`src/rtl/pulse_burst_arbiter.sv`:
```
// pulse_burst_arbiter
// Round-robin arbiter that lends one shared pulse output to N_REQ requesters.
// Each grant produces exactly one burst: ON_CYCLES cycles of sig high followed
// by OFF cycles, for PERIOD_CYCLES cycles in total, then one IDLE cycle before
// the next grant can be issued.
// Optional feature: define PULSE_ABORT_EN to add the abort port, which cancels
// the running burst without a done pulse.
`default_nettype none

module pulse_burst_arbiter #(
  parameter int N_REQ         = 4,
  parameter int ON_CYCLES     = 100_000_000,
  parameter int PERIOD_CYCLES = 300_000_000,
  parameter int CNT_W         = 32
) (
  input  logic             clk,
  input  logic             rst,
  input  logic [N_REQ-1:0] req,
`ifdef PULSE_ABORT_EN
  input  logic             abort,
`endif
  output logic [N_REQ-1:0] gnt,
  output logic [N_REQ-1:0] done,
  output logic             busy,
  output logic             sig
);

  // Pointer wide enough to name any requester.
  localparam int PTR_W = (N_REQ > 1) ? $clog2(N_REQ) : 1;

  // Terminal counts; cnt runs straight through ON and OFF without clearing.
  localparam logic [CNT_W-1:0] ON_LAST     = CNT_W'(ON_CYCLES - 1);
  localparam logic [CNT_W-1:0] PERIOD_LAST = CNT_W'(PERIOD_CYCLES - 1);
  localparam logic [PTR_W-1:0] PTR_MAX     = PTR_W'(N_REQ - 1);
  localparam logic [PTR_W:0]   N_EXT       = (PTR_W + 1)'(N_REQ);

  typedef enum logic [1:0] {
    S_IDLE = 2'd0,
    S_ON   = 2'd1,
    S_OFF  = 2'd2
  } state_t;

  // Architectural state
  state_t             r_state;
  logic [CNT_W-1:0]   r_cnt;
  logic [PTR_W-1:0]   r_ptr;
  logic [N_REQ-1:0]   r_gnt;

  // Next-state values
  state_t             w_state_next;
  logic [CNT_W-1:0]   w_cnt_next;
  logic [PTR_W-1:0]   w_ptr_next;
  logic [N_REQ-1:0]   w_gnt_next;

  // Arbitration
  logic [PTR_W-1:0]   w_cand [N_REQ];
  logic [N_REQ-1:0]   w_hit;
  logic               w_found;
  logic [PTR_W-1:0]   w_winner;
  logic [PTR_W-1:0]   w_ptr_after;
  logic [N_REQ-1:0]   w_onehot;

  // Misc
  logic               w_abort;
  logic               w_term;

`ifdef PULSE_ABORT_EN
  assign w_abort = abort;
`else
  // No cancel path: every burst runs to its terminal count unless rst.
  assign w_abort = 1'b0;
`endif

  // Candidate at search offset gi is (ptr + gi) mod N_REQ. Since both terms
  // are below N_REQ, one conditional subtraction performs the wrap.
  genvar gi;
  generate
    for (gi = 0; gi < N_REQ; gi++) begin : g_cand
      logic [PTR_W:0] w_sum;
      assign w_sum       = {1'b0, r_ptr} + (PTR_W + 1)'(gi);
      assign w_cand[gi]  = (w_sum >= N_EXT) ? PTR_W'(w_sum - N_EXT)
                                            : w_sum[PTR_W-1:0];
      assign w_hit[gi]   = req[w_cand[gi]];
    end
  endgenerate

  // Pick the first requesting candidate starting at ptr (offset 0 has top
  // priority, so the scan runs downward and the lowest offset wins).
  always_comb begin
    w_found  = 1'b0;
    w_winner = '0;
    for (int k = N_REQ - 1; k >= 0; k--) begin
      if (w_hit[k]) begin
        w_found  = 1'b1;
        w_winner = w_cand[k];
      end
    end
  end

  // Pointer moves one past the winner so the winner yields next time.
  assign w_ptr_after = (w_winner == PTR_MAX) ? '0 : w_winner + 1'b1;

  // One-hot decode of the winner index.
  generate
    for (gi = 0; gi < N_REQ; gi++) begin : g_onehot
      assign w_onehot[gi] = (w_winner == PTR_W'(gi));
    end
  endgenerate

  // Terminal cycle of a burst: last OFF cycle.
  assign w_term = (r_state == S_OFF) && (r_cnt == PERIOD_LAST);

  // Next-state logic: arbitration in IDLE, counting in ON/OFF, abort override.
  always_comb begin
    w_state_next = r_state;
    w_cnt_next   = r_cnt;
    w_ptr_next   = r_ptr;
    w_gnt_next   = r_gnt;
    case (r_state)
      S_IDLE: begin
        // req is only looked at here; changes during a burst are ignored.
        if (w_found) begin
          w_state_next = S_ON;
          w_cnt_next   = '0;
          w_gnt_next   = w_onehot;
          w_ptr_next   = w_ptr_after;
        end
      end
      S_ON: begin
        if (w_abort) begin
          w_state_next = S_IDLE;
          w_cnt_next   = '0;
          w_gnt_next   = '0;
        end else begin
          w_cnt_next = r_cnt + 1'b1;
          if (r_cnt == ON_LAST) begin
            w_state_next = S_OFF;
          end
        end
      end
      S_OFF: begin
        // Abort beats the terminal count, so an aborted burst never signals done.
        if (w_abort || (r_cnt == PERIOD_LAST)) begin
          w_state_next = S_IDLE;
          w_cnt_next   = '0;
          w_gnt_next   = '0;
        end else begin
          w_cnt_next = r_cnt + 1'b1;
        end
      end
      default: begin
        w_state_next = S_IDLE;
        w_cnt_next   = '0;
        w_gnt_next   = '0;
      end
    endcase
  end

  // State register; rst clears everything at once, discarding any burst.
  always_ff @(posedge clk or posedge rst) begin
    if (rst) begin
      r_state <= S_IDLE;
      r_cnt   <= '0;
      r_ptr   <= '0;
      r_gnt   <= '0;
    end else begin
      r_state <= w_state_next;
      r_cnt   <= w_cnt_next;
      r_ptr   <= w_ptr_next;
      r_gnt   <= w_gnt_next;
    end
  end

  // Outputs are decoded from registered state only (plus abort for done).
  assign gnt  = r_gnt;
  assign sig  = (r_state == S_ON);
  assign busy = (r_state != S_IDLE);

  generate
    for (gi = 0; gi < N_REQ; gi++) begin : g_done
      assign done[gi] = w_term & ~w_abort & r_gnt[gi];
    end
  endgenerate

endmodule

`default_nettype wire

```
`config.mk`:
```
export PLATFORM = sky130hd
export DESIGN_NAME = pulse_burst_arbiter
export DESIGN_NICKNAME = d
export VERILOG_FILES = /design/src/rtl/pulse_burst_arbiter.sv
export SDC_FILE = /design/constraint.sdc
export NUM_CORES = 1
export LEC_CHECK = 0
export CORE_ASPECT_RATIO = 1.2
export CORE_UTILIZATION = 66
export CTS_BUF_LIST = sky130_fd_sc_hd__clkbuf_4
export CTS_CLUSTER_DIAMETER = 60
export DETAILED_ROUTE_END_ITERATION = 6
export PLACE_DENSITY = 0.88
export SYNTH_ARGS = -nofsm -noshare
export SYNTH_HDL_FRONTEND = slang
export SYNTH_SLANG_ARGS = --single-unit
```
`constraint.sdc`:
```
create_clock -name clk -period 3.1 [get_ports clk]
set_input_delay 0.62 -clock clk [delete_from_list [all_inputs] [get_ports clk]]
set_output_delay 0.62 -clock clk [all_outputs]
set_load 0.005 [all_outputs]
```
==> results.json <==
{
  "die_w_um": 57.3,
  "fin_crit_sh_pct": 95.3,
  "hpwl_mm": 3.72,
  "synth_seq_area_share_pct": 41.3,
  "clk_pin_slew_worst_paths_ns": 0.13,
  "syn-num-nets": 277,
  "overflow": 0,
  "setup.worst_path.class": "register to output pin",
  "worstPathArrival_ns": 2.33,
  "maxSlewViolCount": 0,
  "pin_count": 16,
  "cp_slowest_cell": "clkdlybuf4s50_1",
  "cts_num_sinks": 40,
  "vias": 2097,
  "antenna_found_initial": 0,
  "grt_pass1_wl_mm": 8.92,
  "setup_ws_ns": 0.147,
  "cts_tree": "built",
  "routed_wl_mm": 5.63,
  "place_congestion": 0.966,
  "crit_family": "simple AND/OR/NAND/NOR gates",
  "htree_num_levels": 2,
  "core-area_um2": 3420,
  "ys_async_sr_fraction_pct": 100,
  "yosys_warnings": 0,
  "synthDominantCellAreaShare_pct": 41.3,
  "yosysTopAreaCell": "dfrtp_1",
  "clock_latency_ns": 0.36,
  "die_h_um": 68.3,
  "place_area_um2": 2610,
  "hold_viol_final": 0,
  "ys_types": 48,
  "grt_setup_unrepaired": "no",
  "io_buffers": 15,
  "clockBufferDepth": 2,
  "synth_area_leaders": "dfrtp_1, xor2_1, ha_1, nand3_1, nor2_1",
  "grt_pass1_vias": 1989,
  "hold_class": "register to register",
  "p_per_area_nw_per_um2": 553,
  "maxCapViolCount": 0,
  "worst_clock_skew_ns": 0.0184,
  "finish.utilization_pct": 80.1,
  "setup_viol": 0,
  "synth_cells": 262,
  "design_area_um2": 2740,
  "worstMarginPinSlew_ns": 0.740,
  "fp-row-count": 23,
  "violations": "DRC",
  "slew_headroom_pct": 50.2,
  "synth_edf_count": 0,
  "antennaDiodeCount": 0,
  "wl_per_cell_um": 17.3,
  "path_cells": "ha_4 -> and4_4 -> nand3_1 -> nor4_4 -> and2_1 -> clkdlybuf4s50_1",
  "avgSynthCellArea_um2": 9.24,
  "viasPerCell": 6.45,
  "synth_area_um2": 2420,
  "synth-seq-cells": 40,
  "slowest_delay_ns": 0.49,
  "critPathLaunchType": "register",
  "synth_flop_cell": "dfrtp_1",
  "leakagePower_nw": 1.11,
  "status": "complete, but fails checks",
  "die_area_um2": 3920,
  "endpoint_kind": "output pin",
  "required_ns": 2.48,
  "ctsRootBufferMaster": "clkbuf_4",
  "drtPass1Iterations": 7,
  "start_util_pct": 70.7,
  "dp_slack_ns": 0.302,
  "drtIter0Drc": 156,
  "hold_slack_ns": 0.533,
  "max_freq_mhz": 339,
  "numCtsBuffers": 5,
  "area_delta_synth_final_pct": 13.3,
  "setup_tns_ns": 0,
  "post-route-drc-count": 3,
  "fin_nets": 302,
  "antenna_left": 0,
  "crit_buf_inv": 1,
  "grt_usage_pct": 31.0,
  "drive_gt1_share_pct": 12.2,
  "cts_hold_buf": 0,
  "grt_max_degree": 41,
  "fin_crit_ns": 2.95,
  "critPathMaxFanout": 4,
  "irDropWorstVdd_mv": 0.357
}
==> layer usage <==
metal	vias to the layer above	wire length (um)	track usage, %
li1	982	-	-
met1	995	2270	37.4
met2	97	2890	51.5
met3	23	310	7.56
met4	0	165	16.8
met5	-	0	0
==> worst reg2reg max path, cell delays in order, from the launching register on <==
cell	delay [ns]
dfrtp_1	0.41
inv_1	0.08
ha_1	0.28
nor4_2	0.42
a31oi_4	0.22
nor2_4	0.49
nor2_1	0.14
==> stage by stage <==
| stage | std cells | power (W) |
|---|---|---|
| global route | 325 | 0.00161 |
| global placement | 313 | 0.00120 |
| finish | 325 | 0.00152 |
| floorplan | 262 | 0.00105 |
| CTS | 321 | 0.00148 |
| detailed placement | 313 | 0.00122 |
==> cells in the mapped netlist (5+ instances only) <==
library cell	number
dfrtp_1	40
nor2_1	26
nand3_1	20
inv_1	19
nand2_1	18
xor2_1	16
nand4_1	15
a21oi_1	10
nor3_1	10
ha_1	9
and3_1	7
o21ai_0	7
xnor2_1	6
and2_1	5
==> cells in the final DEF (no fill, tap or decap), types with 10 or more instances in the layout <==
master / count
clkdlybuf4s50_1: 15
inv_1: 19
nand4_1: 15
dfrtp_1: 38
nor2_1: 26
a21oi_1: 10
nor3_1: 10
xor2_1: 16
nand2_1: 18
nand3_1: 19
==> cell type report <==
cell class                      instances  area [um2]
Sequential cell                        40        1000
Inverter                               19        71.3
Clock buffer                            5        37.5
Multi-Input combinational cell        197        1350
Timing Repair Buffer                   24         218
Clock inverter                          3        13.8
Fill cell                             227         682
Tap cell                               37        46.3
==> power by group <==
| part | leakage [nW] | internal [W] | switching [W] | total (W) |
|---|---|---|---|---|
| Sequential | 0.546 | 0.000582 | 0.0000569 | 0.000639 |
| Combinational | 0.527 | 0.000261 | 0.000357 | 0.000619 |
| Clock | 0.0324 | 0.0000834 | 0.000176 | 0.000259 |
| Total | 1.11 | 0.000927 | 0.000590 | 0.00152 |
==> cells by family (layout without fill, tap and decap cells) <==
| logic type | Yosys count | in the layout | share of synthesized area [%] |
|---|---|---|---|
| compound gates | 34 | 34 | 9.61 |
| xor+xnor | 22 | 22 | 7.96 |
| fa+ha+maj | 9 | 9 | 4.65 |
| buf+inv | 25 | 51 | 4.86 |
| flops | 40 | 40 | 41.3 |
| mux | 2 | 2 | 0.879 |
| simple gates | 130 | 130 | 30.7 |
==> worst paths after layout <==
| kind | start | to | slack [ns] | cells past startpoint |
|---|---|---|---|---|
| max in group asynchronous | rst | r_cnt[0] | 2.04 | 3 |
| setup reg to reg | r_state[1] | r_cnt[27] | 0.93 | 6 |
| min in group asynchronous | rst | gnt[3] | 0.68 | 3 |
| setup / recovery | r_cnt[1] | done[0] | 0.15 | 6 |
| hold / removal | gnt[0] | gnt[0] | 0.53 | 1 |
| hold reg to reg | gnt[0] | gnt[0] | 0.53 | 1 |
==> timing repair <==
| item | in CTS | in global routing |
|---|---|---|
| hold endpoints to repair | 0 | 0 |
| gates resized for setup | 1 | 10 |
| endpoints found under the setup margin | 4 | 4 |
| buffers inserted | 0 | 4 |
| pin swaps | 0 | 1 |
==> sequential cells by signal, indices dropped and copies added (netlist names) <==
register	flops
gnt	4
r_cnt	32
r_state	2
r_ptr	2
Power figures use the tool's default switching activity.
==> edit: new RTL, config.mk and constraints unchanged <==
Add a define of `PULSE_ABORT_EN`.
--- a/src/rtl/pulse_burst_arbiter.sv
+++ b/src/rtl/pulse_burst_arbiter.sv
@@ -6,6 +6,8 @@
 // Optional feature: define PULSE_ABORT_EN to add the abort port, which cancels
 // the running burst without a done pulse.
 `default_nettype none
+
+`define PULSE_ABORT_EN
 
 module pulse_burst_arbiter #(
   parameter int N_REQ         = 4,
Ports: changed (added abort); port bits go from 16 to 17. The function was not compared with the original's and may differ.
==> edit against the original RTL <==
  * Routed wire length up 9.2%
  * Sequential cell count unchanged
  * Cell count grew 9.8%
  * Core utilization up 3.0 points
  * Sequential power is 2% lower
  * Sequential share of layout area shrank 1.6 points
  * Maximum frequency down 2.0%
  * Setup slack lost 0.059 ns
  * Power increased by 5.7%
  * Synthesized area is 2.0% higher
  * Final area increased by 4.6%
  * Critical path depth is the same
  * Critical path type unchanged
==> edit: results (changes against the original RTL) <==
Synth cell types 43 (-10%); global-route wire length before repair 10000 um (+12%); LEAKAGE 1.22 nW (+10%); setup bufs post-CTS 3 (+3); Min-Delay Endpoint r_cnt[6]$_DFFE_PP0P_; Cell Area, Placed 2710 um^2 (+3.7%); clk_skew 0.0213 ns (+0.00292 ns); multiplexer share of the synthesized area 2.08% (+1.2 points); Reg clk slew, reported paths 0.11 ns (-0.02 ns); vias in the first global route 2111 (+6.1%); Post-synth top cells dfrtp_1, nand2_1, o21ai_0, nand3_1, a21oi_1; maximum VDD drop 0.000474 V (+33%); status completed; GRT Overall Usage 33.7% (+2.8 points); Final #Nets 335 (+11%); Worst R2R Setup Slack 0.59 ns (-0.34 ns); post-DR vias/cell 6.73 (+4.3%); Synth Area in Compound Gates 19.7% (+10 points); Hold Crit Start r_cnt[6]$_DFFE_PP0P_; drt total wl 6150 um (+9.2%); xor and xnor fraction of the mapped netlist area 0.710% (-7.2 points); r2r worst-path depth 9 (+3); PortBufs 16 (+1); critical path fanouts, max 7 (+3); max reg flops 32 (unchanged); Slew HR 56.7% (+6.4 points); switching share of power 35.4% (-3.5 points); dpl hpwl 4280 um (+15%); Worst Setup SP r_cnt[18]$_DFFE_PP0P_; post-cts gate resize count 3 (+2); layout cells sized above 1 11.9% (-0.28 points); routability cong. 0.911 (-5.7%); TritonRoute pass-1 iters 5 (-2); initial antenna violation count 0 (unchanged); reg2reg start r_cnt[18]$_DFFE_PP0P_; Worst EP arrival 2.39 ns (+0.06 ns); Critical Path Sink done[2]; clock group total power 354 uW (+37%); adder-cell share of the synthesized area 4.56% (-0.090 points); combinational share of power 38.8% (-2.0 points); R2R Path End r_cnt[14]$_DFFE_PP0P_; P per Cell Area 559 nW/um^2 (+1.1%)
## edit: metrics by stage
step,setup WS [ns],hold slack (ns),instances
floorplan,0.996,0.467,293
finish,0.0876,0.536,357
global placement,0.201,0.505,345
detailed placement,0.170,0.507,345
global route,-0.00386,0.560,357
CTS,0.00440,0.523,356
## edit: critical path: stages (launching register included)
cell,delay [ns]
dfrtp_2,0.48
nor4b_4,0.30
nand4b_1,0.18
nor4_2,0.27
buf_4,0.16
and2_1,0.14
clkdlybuf4s50_1,0.51
## edit: metal layers
metal  up-vias  global-route usage (%)  wire length (um)
met5         -                       0                 0
met4         0                    19.3               316
met3        32                    6.34               484
met2       141                    55.3              2970
met1      1109                    41.9              2370
li1       1121                       -                 -
## edit: layout make-up
cell class / count / area (um^2)
fillers: 222 / 586
inverters: 9 / 33.8
well taps: 37 / 46.3
multi-input cells: 231 / 1420
clock buffers: 6 / 45.0
clock inverters: 2 / 35.0
repair buffers: 32 / 280
flip-flops and latches: 40 / 1000
